===== src/rtl/seg_display_pkg.sv =====
// Shared definitions for the multiplexed seven-segment display controller:
// glyph table, configuration record layout and size limits.
package seg_display_pkg;

    // Largest digit count and brightness resolution the configuration record can hold.
    localparam int MAX_DIGITS      = 16;
    localparam int MAX_BRIGHT_BITS = 16;

    // Active-high segment patterns {g,f,e,d,c,b,a} for hex values 0..F.
    localparam logic [6:0] GLYPH_TABLE [16] = '{
        7'h3F, 7'h06, 7'h5B, 7'h4F,
        7'h66, 7'h6D, 7'h7D, 7'h07,
        7'h7F, 7'h6F, 7'h77, 7'h7C,
        7'h39, 7'h5E, 7'h79, 7'h71
    };

    // One complete display configuration, sized for the largest legal display.
    // Unused upper digits and brightness bits are held at zero.
    typedef struct packed {
        logic [4*MAX_DIGITS-1:0]    val;
        logic [MAX_DIGITS-1:0]      dp;
        logic [MAX_DIGITS-1:0]      blank;
        logic                       lz_en;
        logic [MAX_BRIGHT_BITS-1:0] bright;
    } disp_cfg_t;

    // Active-high segment pattern for one hex nibble.
    function automatic logic [6:0] glyph_lookup(input logic [3:0] nib);
        return GLYPH_TABLE[nib];
    endfunction

endpackage


===== src/rtl/seg_display_ctrl_if.sv =====
// Configuration load bus of the display controller: per-digit data and
// attributes qualified by load_in, with load_ready_out as back-pressure.
interface seg_display_ctrl_if #(
    parameter int NUM_DIGITS  = 8,
    parameter int BRIGHT_BITS = 4
);
    logic [4*NUM_DIGITS-1:0] val_in;
    logic [NUM_DIGITS-1:0]   dp_in;
    logic [NUM_DIGITS-1:0]   blank_in;
    logic                    lz_en_in;
    logic [BRIGHT_BITS-1:0]  bright_in;
    logic                    load_in;
    logic                    load_ready_out;

    // Side that supplies configurations.
    modport master (
        output val_in, dp_in, blank_in, lz_en_in, bright_in, load_in,
        input  load_ready_out
    );

    // Display controller side.
    modport slave (
        input  val_in, dp_in, blank_in, lz_en_in, bright_in, load_in,
        output load_ready_out
    );
endinterface


===== src/rtl/seg_display_ctrl_hex_to_seg.sv =====
// Combinational hex nibble to active-high seven-segment pattern.
module hex_to_seg
    import seg_display_pkg::*;
(
    input  logic [3:0] nib_in,
    output logic [6:0] seg_out
);

    // Pure table lookup.
    always_comb begin
        seg_out = glyph_lookup(nib_in);
    end

endmodule


===== src/rtl/seg_display_ctrl.sv =====
// Multiplexed seven-segment display controller. Scans NUM_DIGITS digits,
// each selected for DIGIT_PERIOD cycles, with PWM brightness, leading-zero
// suppression, per-digit blanking and decimal points. New configurations
// are staged in a one-entry pending buffer and only become active at a
// frame boundary so a frame is never drawn with mixed data.
module seg_display_ctrl
    import seg_display_pkg::*;
#(
    parameter int NUM_DIGITS   = 8,
    parameter int DIGIT_PERIOD = 100_000,
    parameter int BRIGHT_BITS  = 4
) (
    input  logic                  clk_in,
    input  logic                  rst_in,
    seg_display_ctrl_if.slave     cfg_if,
    output logic [6:0]            cat_out,
    output logic                  dp_out,
    output logic [NUM_DIGITS-1:0] an_out,
    output logic                  frame_out
);

    localparam int CNT_W = (DIGIT_PERIOD > 1) ? $clog2(DIGIT_PERIOD) : 1;
    localparam int IDX_W = (NUM_DIGITS > 1) ? $clog2(NUM_DIGITS) : 1;
    localparam int STEP  = DIGIT_PERIOD / (2 ** BRIGHT_BITS);

    localparam logic [CNT_W-1:0] CNT_LAST = CNT_W'(DIGIT_PERIOD - 1);
    localparam logic [IDX_W-1:0] IDX_LAST = IDX_W'(NUM_DIGITS - 1);

    // Power-on configuration: everything zero, full brightness.
    localparam disp_cfg_t ACT_RST = '{
        val:    '0,
        dp:     '0,
        blank:  '0,
        lz_en:  1'b0,
        bright: MAX_BRIGHT_BITS'((1 << BRIGHT_BITS) - 1)
    };

    // Scan state
    logic [CNT_W-1:0] cnt_q, cnt_d;
    logic [IDX_W-1:0] idx_q, idx_d;
    logic             run_q, run_d;
    logic             bnd_q, bnd_d;

    // Configuration staging
    logic             pend_full_q, pend_full_d;
    disp_cfg_t        pend_q, pend_d;
    disp_cfg_t        act_q, act_d;

    // Registered display outputs
    logic [6:0]            cat_q, cat_d;
    logic                  dp_q, dp_d;
    logic [NUM_DIGITS-1:0] an_q, an_d;
    logic                  frame_q, frame_d;

    // Combinational helpers
    logic                  boundary;
    logic                  load_acc;
    logic [3:0]            idx4;
    logic [3:0]            seg_nib;
    logic [6:0]            glyph;
    logic [MAX_DIGITS-1:0] zero_run;
    logic                  digit_blank;
    logic                  duty_on;
    logic [47:0]           duty_thr;

    assign idx4     = 4'(idx_q);
    assign boundary = run_q && (cnt_q == CNT_LAST) && (idx_q == IDX_LAST);
    assign load_acc = cfg_if.load_in && !pend_full_q;
    assign seg_nib  = act_q.val[{idx4, 2'b00} +: 4];

    assign cfg_if.load_ready_out = ~pend_full_q;
    assign cat_out   = cat_q;
    assign dp_out    = dp_q;
    assign an_out    = an_q;
    assign frame_out = frame_q;

    hex_to_seg u_hex_to_seg (
        .nib_in  (seg_nib),
        .seg_out (glyph)
    );

    // zero_run[k] is set when digit k and every digit above it are zero.
    always_comb begin
        logic all_zero;
        all_zero = 1'b1;
        zero_run = '0;
        for (int k = MAX_DIGITS - 1; k >= 0; k--) begin
            all_zero    = all_zero && (act_q.val[4*k +: 4] == 4'h0);
            zero_run[k] = all_zero;
        end
    end

    // Per-digit blanking and PWM window for the currently selected digit.
    always_comb begin
        digit_blank = act_q.blank[idx4] ||
                      (act_q.lz_en && (idx_q != '0) && zero_run[idx4]);
        duty_thr    = (48'(act_q.bright) + 48'd1) * 48'(STEP);
        duty_on     = 48'(cnt_q) < duty_thr;
    end

    // Dwell counter and digit index; both hold for one cycle after reset release.
    always_comb begin
        cnt_d = cnt_q;
        idx_d = idx_q;
        run_d = 1'b1;
        bnd_d = boundary;
        if (run_q) begin
            if (cnt_q == CNT_LAST) begin
                cnt_d = '0;
                idx_d = (idx_q == IDX_LAST) ? '0 : idx_q + 1'b1;
            end else begin
                cnt_d = cnt_q + 1'b1;
            end
        end
    end

    // Load handshake and pending-to-active transfer at the frame boundary.
    always_comb begin
        pend_d      = pend_q;
        pend_full_d = pend_full_q;
        act_d       = act_q;
        if (boundary && pend_full_q) begin
            act_d       = pend_q;
            pend_full_d = 1'b0;
        end
        if (load_acc) begin
            pend_d                               = '0;
            pend_d.val[4*NUM_DIGITS-1:0]         = cfg_if.val_in;
            pend_d.dp[NUM_DIGITS-1:0]            = cfg_if.dp_in;
            pend_d.blank[NUM_DIGITS-1:0]         = cfg_if.blank_in;
            pend_d.lz_en                         = cfg_if.lz_en_in;
            pend_d.bright[BRIGHT_BITS-1:0]       = cfg_if.bright_in;
            pend_full_d                          = 1'b1;
        end
    end

    // Output decode for the selected digit; frame pulse trails the boundary
    // so it lines up with digit 0 appearing on the outputs.
    always_comb begin
        cat_d   = '1;
        dp_d    = 1'b1;
        an_d    = '1;
        frame_d = bnd_q;
        if (run_q) begin
            if (!digit_blank) begin
                cat_d = ~glyph;
                dp_d  = ~act_q.dp[idx4];
            end
            if (duty_on) begin
                an_d = ~(NUM_DIGITS'(1) << idx_q);
            end
        end
    end

    // State and output registers.
    always_ff @(posedge clk_in or posedge rst_in) begin
        if (rst_in) begin
            cnt_q       <= '0;
            idx_q       <= '0;
            run_q       <= 1'b0;
            bnd_q       <= 1'b0;
            pend_full_q <= 1'b0;
            pend_q      <= '0;
            act_q       <= ACT_RST;
            cat_q       <= '1;
            dp_q        <= 1'b1;
            an_q        <= '1;
            frame_q     <= 1'b0;
        end else begin
            cnt_q       <= cnt_d;
            idx_q       <= idx_d;
            run_q       <= run_d;
            bnd_q       <= bnd_d;
            pend_full_q <= pend_full_d;
            pend_q      <= pend_d;
            act_q       <= act_d;
            cat_q       <= cat_d;
            dp_q        <= dp_d;
            an_q        <= an_d;
            frame_q     <= frame_d;
        end
    end

endmodule


===== src/flat_wrapper.sv =====
// flat-port wrapper written by rule: the top's interface ports become plain ports
module seg_display_ctrl_flat import seg_display_pkg::*;
#(
    parameter int NUM_DIGITS   = 8,
    parameter int DIGIT_PERIOD = 100_000,
    parameter int BRIGHT_BITS  = 4
)
  (clk_in, rst_in, cat_out, dp_out, an_out, frame_out, cfg_if_val_in, cfg_if_dp_in, cfg_if_blank_in, cfg_if_lz_en_in, cfg_if_bright_in, cfg_if_load_in, cfg_if_load_ready_out);
  seg_display_ctrl_if #(.NUM_DIGITS(NUM_DIGITS), .BRIGHT_BITS(BRIGHT_BITS)) cfg_if_i ();
  input  logic clk_in;
  input  logic rst_in;
  output logic [6:0] cat_out;
  output logic dp_out;
  output logic [NUM_DIGITS-1:0] an_out;
  output logic frame_out;
  input wire logic [$bits(cfg_if_i.val_in)-1:0] cfg_if_val_in;
  input wire logic [$bits(cfg_if_i.dp_in)-1:0] cfg_if_dp_in;
  input wire logic [$bits(cfg_if_i.blank_in)-1:0] cfg_if_blank_in;
  input wire logic [$bits(cfg_if_i.lz_en_in)-1:0] cfg_if_lz_en_in;
  input wire logic [$bits(cfg_if_i.bright_in)-1:0] cfg_if_bright_in;
  input wire logic [$bits(cfg_if_i.load_in)-1:0] cfg_if_load_in;
  output wire logic [$bits(cfg_if_i.load_ready_out)-1:0] cfg_if_load_ready_out;
  assign cfg_if_i.val_in = cfg_if_val_in;
  assign cfg_if_i.dp_in = cfg_if_dp_in;
  assign cfg_if_i.blank_in = cfg_if_blank_in;
  assign cfg_if_i.lz_en_in = cfg_if_lz_en_in;
  assign cfg_if_i.bright_in = cfg_if_bright_in;
  assign cfg_if_i.load_in = cfg_if_load_in;
  assign cfg_if_load_ready_out = cfg_if_i.load_ready_out;
  seg_display_ctrl #(.NUM_DIGITS(NUM_DIGITS), .DIGIT_PERIOD(DIGIT_PERIOD), .BRIGHT_BITS(BRIGHT_BITS)) u_core (.clk_in(clk_in), .rst_in(rst_in), .cfg_if(cfg_if_i), .cat_out(cat_out), .dp_out(dp_out), .an_out(an_out), .frame_out(frame_out));
endmodule

===== config.mk =====
export PLATFORM = sky130hd
export DESIGN_NAME = seg_display_ctrl_flat
export DESIGN_NICKNAME = d
export VERILOG_FILES = /design/src/rtl/seg_display_pkg.sv /design/src/rtl/seg_display_ctrl_if.sv /design/src/rtl/seg_display_ctrl_hex_to_seg.sv /design/src/rtl/seg_display_ctrl.sv /design/src/flat_wrapper.sv
export SDC_FILE = /design/constraint.sdc
export NUM_CORES = 1
export LEC_CHECK = 0
export CORE_MARGIN = 8
export CORE_UTILIZATION = 30
export DETAILED_ROUTE_END_ITERATION = 7
export HOLD_SLACK_MARGIN = 0.1
export PLACE_DENSITY = 0.56
export SYNTH_ARGS = -nofsm -noshare
export SYNTH_HDL_FRONTEND = slang
export SYNTH_SLANG_ARGS = --single-unit

===== constraint.sdc =====
create_clock -name clk_in -period 4.4 [get_ports clk_in]
set_clock_uncertainty 0.15 [all_clocks]
set_input_delay 0.66 -clock clk_in [delete_from_list [all_inputs] [get_ports clk_in]]
set_output_delay 0.66 -clock clk_in [all_outputs]
set_load 0.01 [all_outputs]

# After elaboration in Yosys (flattened, before gate mapping)
# Memory sizes are Yosys's and may differ from the RTL's.
# Index checks and enable logic that the tools add are counted.
# totals
ff_bits	146
romBits	112
in_bits	56
out_inout_bits	18
word_cells	80
mem_count	1
# classes
n_addsub	3
n_mul	1
magnitude_cmp	3
eq_ne	2
n_shift	2
mux	18
n_bitwise	5
reduce_logical	26
# mem_list
memory	depth	width	rd	rd_ports_with_merged_regs	write_ports	line_no	rtl
(name not given)	16	7	1	0	0	seg_display_pkg.sv:29	return GLYPH_TABLE[nib];
# op_table
op	count
variable part select 64 x 6 -> 4 bit	1
< comparator 17 x 48 -> 1 bit	1
multiplier 48 x 12 -> 47 bit, second input constant	1
logical NOT 4 bit	8
two-way mux 7 bit	4
adder 17 x 1 -> 17 bit, second input constant	1
== test 17 bit, second input constant	1
two-way mux 17 bit	1
two-way mux 8 bit	2
logical AND 1 bit	13
binary-select mux 1 bit (select 3 bit)	3
inverter 8 bit	1
<< shifter 1 x 3 -> 8 bit, first input constant	1
two-way mux 1 bit	7
inverter 7 bit	1
adder 4 x 1 -> 5 bit, second input constant	1
>= comparator 5 bit, second input constant	1
< comparator 3 x 5 -> 1 bit, second input constant	1
inverter 4 -> 5 bit	1
adder 3 x 1 -> 3 bit, second input constant	1
== test 3 bit, second input constant	1
two-way mux 3 bit	1
nonzero test 3 bit	1
inverter 1 bit	2
4 further kinds	4

# Logic depth before layout (Yosys ltp)
# Gate-level depths: netlist of run 1.
# depth
ltp_word	14
depth_mapped	21
ltp_nobuf	21

# Modules after synthesis
# A second synthesis of run 1 with hierarchy kept.
# hier_totals
hier_cells	591
area_unflattened_um2	7731.2
# by_module_without_submodules
mod	n_inst	cells_per_inst	area_per_inst_um2	seq_area_each_um2
seg_display_ctrl	1	558	7443.4	3678.5
hex_to_seg	1	33	287.8	0.0

# Worst setup path before layout of run 1
# OpenSTA, ideal clock, no wires.
# synth_timing
path_type	reg2reg
start	register u_core.act_q[0] (netlist name)
end	register u_core.an_q[4], in the netlist u_core.an_out[4]
setup_ps	67
arrival_time_ps	4371
required_ps	4183
slack_ps	-188
stages_incl_launch_ff	22
n_path_buf	0
period_less_slack_ps	4588
cell_sequence	dfstp_2 -> ha_1 -> xor2_1 -> ha_1 -> xnor2_1 -> ha_1 -> a21o_1 -> ha_1 -> ha_1 -> o21ai_0 -> o211ai_1 -> a41oi_1 -> nor2_1 -> nor2_1 -> xor2_1 -> ha_1 -> nand2_1 -> o211ai_1 -> o221ai_1 -> a21oi_1 -> o211ai_2 -> nand4_1
# synth_via
elab_chain_len	5
# synth_rtl
element	line_no	rtl
from (decl)	seg_display_ctrl.sv:47	disp_cfg_t act_q, act_d;
from (signal assigned)	seg_display_ctrl.sv:176	act_q <= act_d;
adder 4 x 1 -> 5 bit	seg_display_ctrl.sv:97	duty_thr = (48'(act_q.bright) + 48'd1) * 48'(STEP);
multiplier 48 x 12 -> 47 bit	seg_display_ctrl.sv:97	
< comparator 17 x 48 -> 1 bit	seg_display_ctrl.sv:98	duty_on = 48'(cnt_q) < duty_thr;
two-way mux 8 bit	seg_display_ctrl.sv:149	if (duty_on) begin
two-way mux 8 bit	seg_display_ctrl.sv:144	if (run_q) begin
net u_core.an_d[4]	seg_display_ctrl.sv:52	logic [NUM_DIGITS-1:0] an_q, an_d;
to (signal assigned)	seg_display_ctrl.sv:179	an_q <= an_d;
to (decl)	seg_display_ctrl.sv:52	
# The timed path passes the listed nets, and every way through them passes these cells.
# A chain may end at the register's enable or synchronous reset.

# Worst setup path after layout of run 1
# layout_timing
start	register u_core.act_q[0] (netlist name)
end	register u_core.an_q[6], in the netlist u_core.an_out[6]
# The elaborated chain is that of the path after synthesis.

==> results_dict.tcl, run 1 <==
set metrics [dict create \
    place.gp.congestion 0.792 \
    ys_seq_area_frac 0.476 \
    min_from "u_core.bnd_q" \
    hold_path_depth 0 \
    path_cells "ha_4, xor2_4, ha_4, xnor2_2, ha_1, ha_4, ha_4, a211oi_4, o211ai_1, a41oi_2, buf_4, xor2_2, ha_1, a21oi_1, o211ai_1, buf_4, a211oi_2, a21oi_2, o211ai_4, nand4_1" \
    start_util 0.306 \
    clkLatencyLatePin_ps 430 \
    wl_met2_um 7810 \
    cp-end-kind "flip-flop" \
    hold_buffers 0 \
    ys_ff_latch 146 \
    fmax_ghz 0.225 \
    diodes 0 \
    dieHeight_um 176 \
    grt_max_degree 79 \
    drtPass1Iterations 4 \
    grt_overflow_total 0 \
    power.switching_mw 0.727 \
    clkPwrFrac 0.473 \
    regArea_sq_um 3680 \
    worst_ep_arrival_time_ps 4620 \
    num_vias 4892 \
    tightest_slew_ps 1030 \
    postRouteAntennaNets 0 \
    ir_drop_v 0.000233 \
    fin_crit_ps 4450 \
    port_buffers 73 \
    highest_layer "met4" \
    cpMostUsedCell "ha_4" \
    rrSetupSlack_ps -50 \
    crit_required_ps 4560 \
    cts.path.max_buffers 2 \
    fin_tns_setup_ps -189 \
    synth_warnings 0 \
    clk_pin_slew_ps 60 \
    first_global_vias 5368 \
    die_w_um 176 \
    root_buffer "clkbuf_16" \
    violations "negative setup slack" \
    core_area_sq_um 25300 \
    first_iter_violations 228 \
    p_comb_frac 0.066 \
    path_max_fanout 8 \
    syn_to_final_growth_pct 30.5 \
    maxSlewHeadroom 0.316 \
    syn_area_sq_um 7720 \
    path_buf_inv 2 \
    layout.nets 823 \
    clock-sinks 146 \
    cap_violations 0 \
    hold_slack_ps 201 \
    vias_per_cell 4.66 \
    timing.rr.start "u_core.act_q[0]" \
    wire_per_inst_um 16.2 \
    synthCells 585 \
    synth_cell_type_count 67 \
    p_int_mw 2.55 \
    worstSetupStartpointType "flip-flop" \
    max_stage_delay_ps 570 \
    synth-edff-count 0 \
    holdPathEnd "u_core.frame_out" \
    sw_frac_of_total 0.222 \
    finalWorstSetupSlack_ps -52.8 \
    r2r-end "u_core.an_out[6]" \
    h-tree-depth 4 \
    fillers 2409 \
    grt_pass1_wl_um 28900 \
    dp_hpwl_um 12300 \
    synthesis.nets 701 \
    crit_type "reg -> reg" \
    cts_made_buffers 17 \
    r2r_cells 20 \
    cts_tree "built" \
    antenna_found_initial 0 \
    cp_slowest_cell "dfstp_2" \
    met3WireLength_um 536 \
    synthArstFlopShare 1.00 \
    fp-row-count 58 \
    hold_viol_final 0 \
    drive_gt1_frac 0.361 \
    post-route-period-util 1.01 \
    outcome "finished, violations left" \
    powerDensity_nw_per_um2 325 \
    grt_setup_unrepaired "true" \
    drt_wl_total_um 17000 \
    ys.flop_type "dfrtp_1" \
    syn_area_per_cell_sq_um 13.2 \
    total_power_mw 3.28 \
    wl_met1_um 8360 \
    die-area_sq_um 31100 \
    setup_viol 8 \
    grt_use_total 0.116 \
    power_frac_seq 0.461 \
    hp-class "reg -> reg" \
    total_leakage_power_nw 4.59 \
    crit_family "adder cells" \
    slew_viol_final 0 \
    io_pins 74 \
    route.detailed.drc 0 \
    multi_input_area_sq_um 4120 \
]
==> area by class of cell <==
type                            count  area share
Sequential cell                   146       0.365
Timing Repair Buffer              123       0.111
Clock buffer                       21      0.0457
Multi-Input combinational cell    391       0.409
Tap cell                          330      0.0410
Inverter                           28      0.0110
Clock inverter                     11      0.0174
==> cell usage after synthesis, types with 4 or more instances <==
cell type,number,share of area
nand2_1,25,0.012
buf_6,6,0.0087
mux2_1,4,0.0058
clkbuf_1,10,0.0049
mux2_4,49,0.095
nand3_1,14,0.0091
nor4_1,7,0.0057
mux4_2,13,0.038
o21ai_0,12,0.0078
nand2b_1,5,0.0040
nand4_1,11,0.0089
o221ai_1,5,0.0057
xor2_1,19,0.022
ha_1,59,0.096
xnor2_1,10,0.011
a21o_1,7,0.0068
a21oi_1,16,0.010
inv_1,26,0.013
nor2_1,21,0.010
and3_1,4,0.0032
dfstp_2,20,0.068
mux2_2,54,0.079
dfrtp_1,126,0.41
o211ai_1,5,0.0049
==> how the worst max path moves through the flow <==
stage,start,endpoint,slack (ps),cells past startpoint
after floorplan,u_core.act_q[0],u_core.an_out[4],20,18
after global placement,u_core.act_q[0],u_core.an_out[4],-130,18
after detailed placement,u_core.act_q[0],u_core.an_out[6],-230,20
after CTS,u_core.act_q[1],u_core.an_out[6],-9,21
after global routing,u_core.act_q[0],u_core.an_out[4],-360,21
final,u_core.act_q[0],u_core.an_out[6],-50,20
==> flip-flops by register name (all words and copies together) (netlist names) <==
register	cells
u_core.act_q	53
u_core.pend_q	53
u_core.cnt_q	17
u_core.an_out	8
u_core.cat_out	7
u_core.idx_q	3
u_core.bnd_q	1
u_core.dp_out	1
u_core.frame_out	1
u_core.pend_full_q	1
u_core.run_q	1
==> cells in the final DEF (no fill, tap or decap), drive strengths merged, types with 19 or more instances in the layout <==
cell type | Yosys | layout
dfrtp | 126 | 126
ha | 59 | 59
clkbuf | 10 | 21
buf | 10 | 50
inv | 27 | 29
mux2 | 107 | 107
nor2 | 21 | 21
nand2 | 26 | 26
xor2 | 19 | 19
clkdlybuf4s50 | 0 | 73
dfstp | 20 | 20
==> metrics by stage <==
stage | worst slack, ps | instance area, sq um | std cells | util
2_1_floorplan | 22.7 | 7800 | 585 | -
4_1_cts | -9.09 | 10000 | 1045 | 0.397
3_5_place_dp | -227 | 9100 | 1004 | 0.361
5_1_grt | -356 | 10100 | 1050 | 0.399
6_report | -52.8 | 10100 | 1050 | 0.399
3_3_place_gp | -133 | 9100 | 1004 | 0.361
==> cell families (layout without fill, tap and decap cells) <==
kind of cell	after synthesis	after routing	share of synthesized area
DFF	146	146	0.476
muxes	124	124	0.225
and+or+nand+nor	107	107	0.0732
AOI/OAI and AO/OA	70	70	0.0645
adders and majority gates	60	60	0.0982
buffers and inverters	48	183	0.0300
xor gates and xnor gates	29	29	0.0329
other	1	1	0.000486
==> power by group through the flow <==
stage | logic (mW) | clock network [mW] | registers, mW
after floorplan | 0.134 | 0 | 1.51
after global placement | 0.214 | 0 | 1.53
after detailed placement | 0.219 | 0 | 1.54
after CTS | 0.221 | 1.59 | 1.51
after global routing | 0.245 | 1.65 | 1.52
final | 0.215 | 1.55 | 1.51
==> metal layers <==
metal,vias to the layer above,track usage
met4,0,0.0424
met2,78,0.180
met5,-,0
met3,22,0.0273
met1,2422,0.156
li1,2370,-
==> worst register-to-register path: stages (launching register included) <==
cell      delay (ps)
dfstp_2          570
ha_4             170
xor2_4           200
ha_4             180
xnor2_2          110
ha_1             280
ha_4             280
ha_4             200
a211oi_4         240
o211ai_1         150
a41oi_2          260
buf_4            170
xor2_2           150
ha_1             260
a21oi_1          150
o211ai_1         110
buf_4            150
a211oi_2         170
a21oi_2          100
o211ai_4         150
nand4_1          150
==> repair_timing <==
action | CTS | global route
resized for setup | 29 | 5
pin swaps | 29 | 18
endpoints found under the setup margin | 8 | 8
buffers inserted | 9 | 5
(Power assumes the default switching activity.)
==> run 2: changes to the inputs <==
--- a/config.mk
+++ b/config.mk
@@ -5,7 +5,6 @@
 export SDC_FILE = /design/constraint.sdc
 export NUM_CORES = 1
 export LEC_CHECK = 0
-export CORE_MARGIN = 8
 export CORE_UTILIZATION = 30
 export DETAILED_ROUTE_END_ITERATION = 7
 export HOLD_SLACK_MARGIN = 0.1
==> run 2 against run 1 <==
  * Wire length down 1.9%
  * Total power down 2.7%
  * Clock power down 6%
  * Utilization up 0.23 points
  * Sequential power about the same
  * The flow still finishes with violations (negative setup slack)
  * Critical endpoint unchanged
  * Non-clock buffer count down 8
==> results_dict.tcl, run 2 (synthesis gave the netlist of run 1 again) <==
set metrics [dict create \
    root_buffer "clkbuf_16" \
    tightest_slew_ps 1120 \
    rrSetupSlack_ps -110 \
    postRouteAntennaNets 0 \
    cap_violations 0 \
    ir_drop_v 0.000259 \
    outcome "finished, violations left" \
    fmax_ghz 0.222 \
    port_buffers 73 \
    antenna_found_initial 0 \
    maxSlewHeadroom 0.249 \
    drt_wl_total_um 16700 \
    vias_per_cell 4.75 \
    start_util 0.307 \
    worstSetupStartpointType "flip-flop" \
    path_max_fanout 8 \
    grt_max_degree 73 \
    cp-end-kind "flip-flop" \
    route.detailed.drc 0 \
    largestRegisters "u_core.act_q (53), u_core.pend_q (53), u_core.cnt_q (17)" \
    first_iter_violations 214 \
    h-tree-depth 4 \
    r2r-end "u_core.an_out[6]" \
    place.gp.congestion 0.829 \
    cts.path.max_buffers 2 \
    die_w_um 162 \
    crit_type "reg -> reg" \
    cts_tree "built" \
    die-area_sq_um 26400 \
    clock-sinks 146 \
    min_from "u_core.bnd_q" \
    timing.rr.start "u_core.act_q[0]" \
    dp_hpwl_um 11900 \
    drtPass1Iterations 4 \
    clkLatencyLatePin_ps 420 \
    syn_to_final_growth_pct 30.9 \
    grt_overflow_total 0 \
    drive_gt1_frac 0.367 \
    layout_commonest_cell "dfrtp_1" \
    place_ws_ps -241 \
    hold_path_depth 0 \
    fp-row-count 58 \
    wire_per_inst_um 16.0 \
    holdPathEnd "u_core.frame_out" \
    powerDensity_nw_per_um2 315 \
    grt_setup_unrepaired "true" \
    clk_pin_slew_ps 70 \
    first_global_vias 5458 \
    hold_buffers 0 \
    r2r_cells 20 \
    worst_ep_arrival_time_ps 4710 \
    core_area_sq_um 25200 \
    slew_viol_final 0 \
    io_pins 74 \
    hold_slack_ps 210 \
    total_leakage_power_nw 4.53 \
    fin_tns_setup_ps -649 \
    fin_crit_ps 4510 \
    finalWorstSetupSlack_ps -109 \
    post-route-period-util 1.02 \
    layout_common_cells "dfrtp_1, clkdlybuf4s50_1, mux2_2, mux2_4, ha_1" \
    diodes 0 \
    hold_viol_final 0 \
    cts_made_buffers 17 \
    layout.nets 815 \
    grt_pass1_wl_um 28500 \
    grt_use_total 0.138 \
    hp-class "reg -> reg" \
    crit_required_ps 4600 \
    setup_viol 8 \
    dieHeight_um 162 \
    num_vias 4954 \
    violations "negative setup slack" \
]
==> run 2: changes by cell type in the layout (fill, tap and decap cells not counted), sizes merged <==
cell / change
bufinv: -2
clkbuf: -2
buf: -8
inv: +2
clkinv: +4
clkinvlp: -2
==> run 2: repair_timing <==
item,CTS,global route
gates resized for setup,43,9
setup endpoints to repair,8,8
pin swaps,34,9
buffers inserted,15,0
==> run 2: final cells by class <==
cell class	count	area, sq um
Sequential cell	146	3680
Clock inverter	13	151
Timing Repair Buffer	115	1100
Clock buffer	19	443
Inverter	28	111
Multi-Input combinational cell	391	4210
Fill cell	2308	15100
Tap cell	330	413
==> run 2: worst max path at each step <==
stage                    start                to  slack, ps  cells past startpoint
2_1_floorplan  u_core.act_q[0]  u_core.an_out[4]         20                     18
3_3_place_gp   u_core.act_q[0]  u_core.an_out[6]       -120                     20
6_report       u_core.act_q[0]  u_core.an_out[6]       -110                     20
4_1_cts        u_core.act_q[1]  u_core.an_out[6]        -90                     19
5_1_grt        u_core.act_q[0]  u_core.an_out[6]       -320                     22
3_5_place_dp   u_core.act_q[0]  u_core.an_out[6]       -240                     20
==> run 2: routing by layer <==
metal	part of all wire	global-route usage	vias to the layer above
met4	0.012	0.0442	0
li1	-	-	2358
met1	0.47	0.176	2509
met3	0.028	0.0298	17
met2	0.49	0.230	70
met5	0	0	-
==> run 2: worst max-delay path, stage by stage (launching register included) <==
cell,delay [ps]
dfstp_2,610
ha_4,190
xor2_4,220
ha_4,200
xnor2_4,80
ha_4,150
a21o_1,180
ha_4,220
ha_4,170
or3_4,390
o2bb2ai_4,190
o22ai_2,110
o21ai_1,190
xor2_1,100
ha_1,340
nand2_1,60
o211ai_1,240
o221ai_1,170
a21oi_2,200
o211ai_4,130
nand4_1,130
==> run 2: power by group <==
group          switching (mW)  internal [mW]  leakage, nW
logic                  0.0839          0.131         2.39
clock network           0.598          0.863        0.295
registers              0.0788           1.44         1.85
==> run 2: through the flow <==
stage | cell area [sq um] | utilization | power, mW | cells
global placement | 9040 | 0.359 | 1.75 | 995
detailed placement | 9040 | 0.359 | 1.76 | 995
finish | 10100 | 0.402 | 3.19 | 1042
CTS | 10100 | 0.400 | 3.23 | 1042
global route | 10100 | 0.402 | 3.33 | 1042
floorplan | 7800 | - | 1.64 | 585
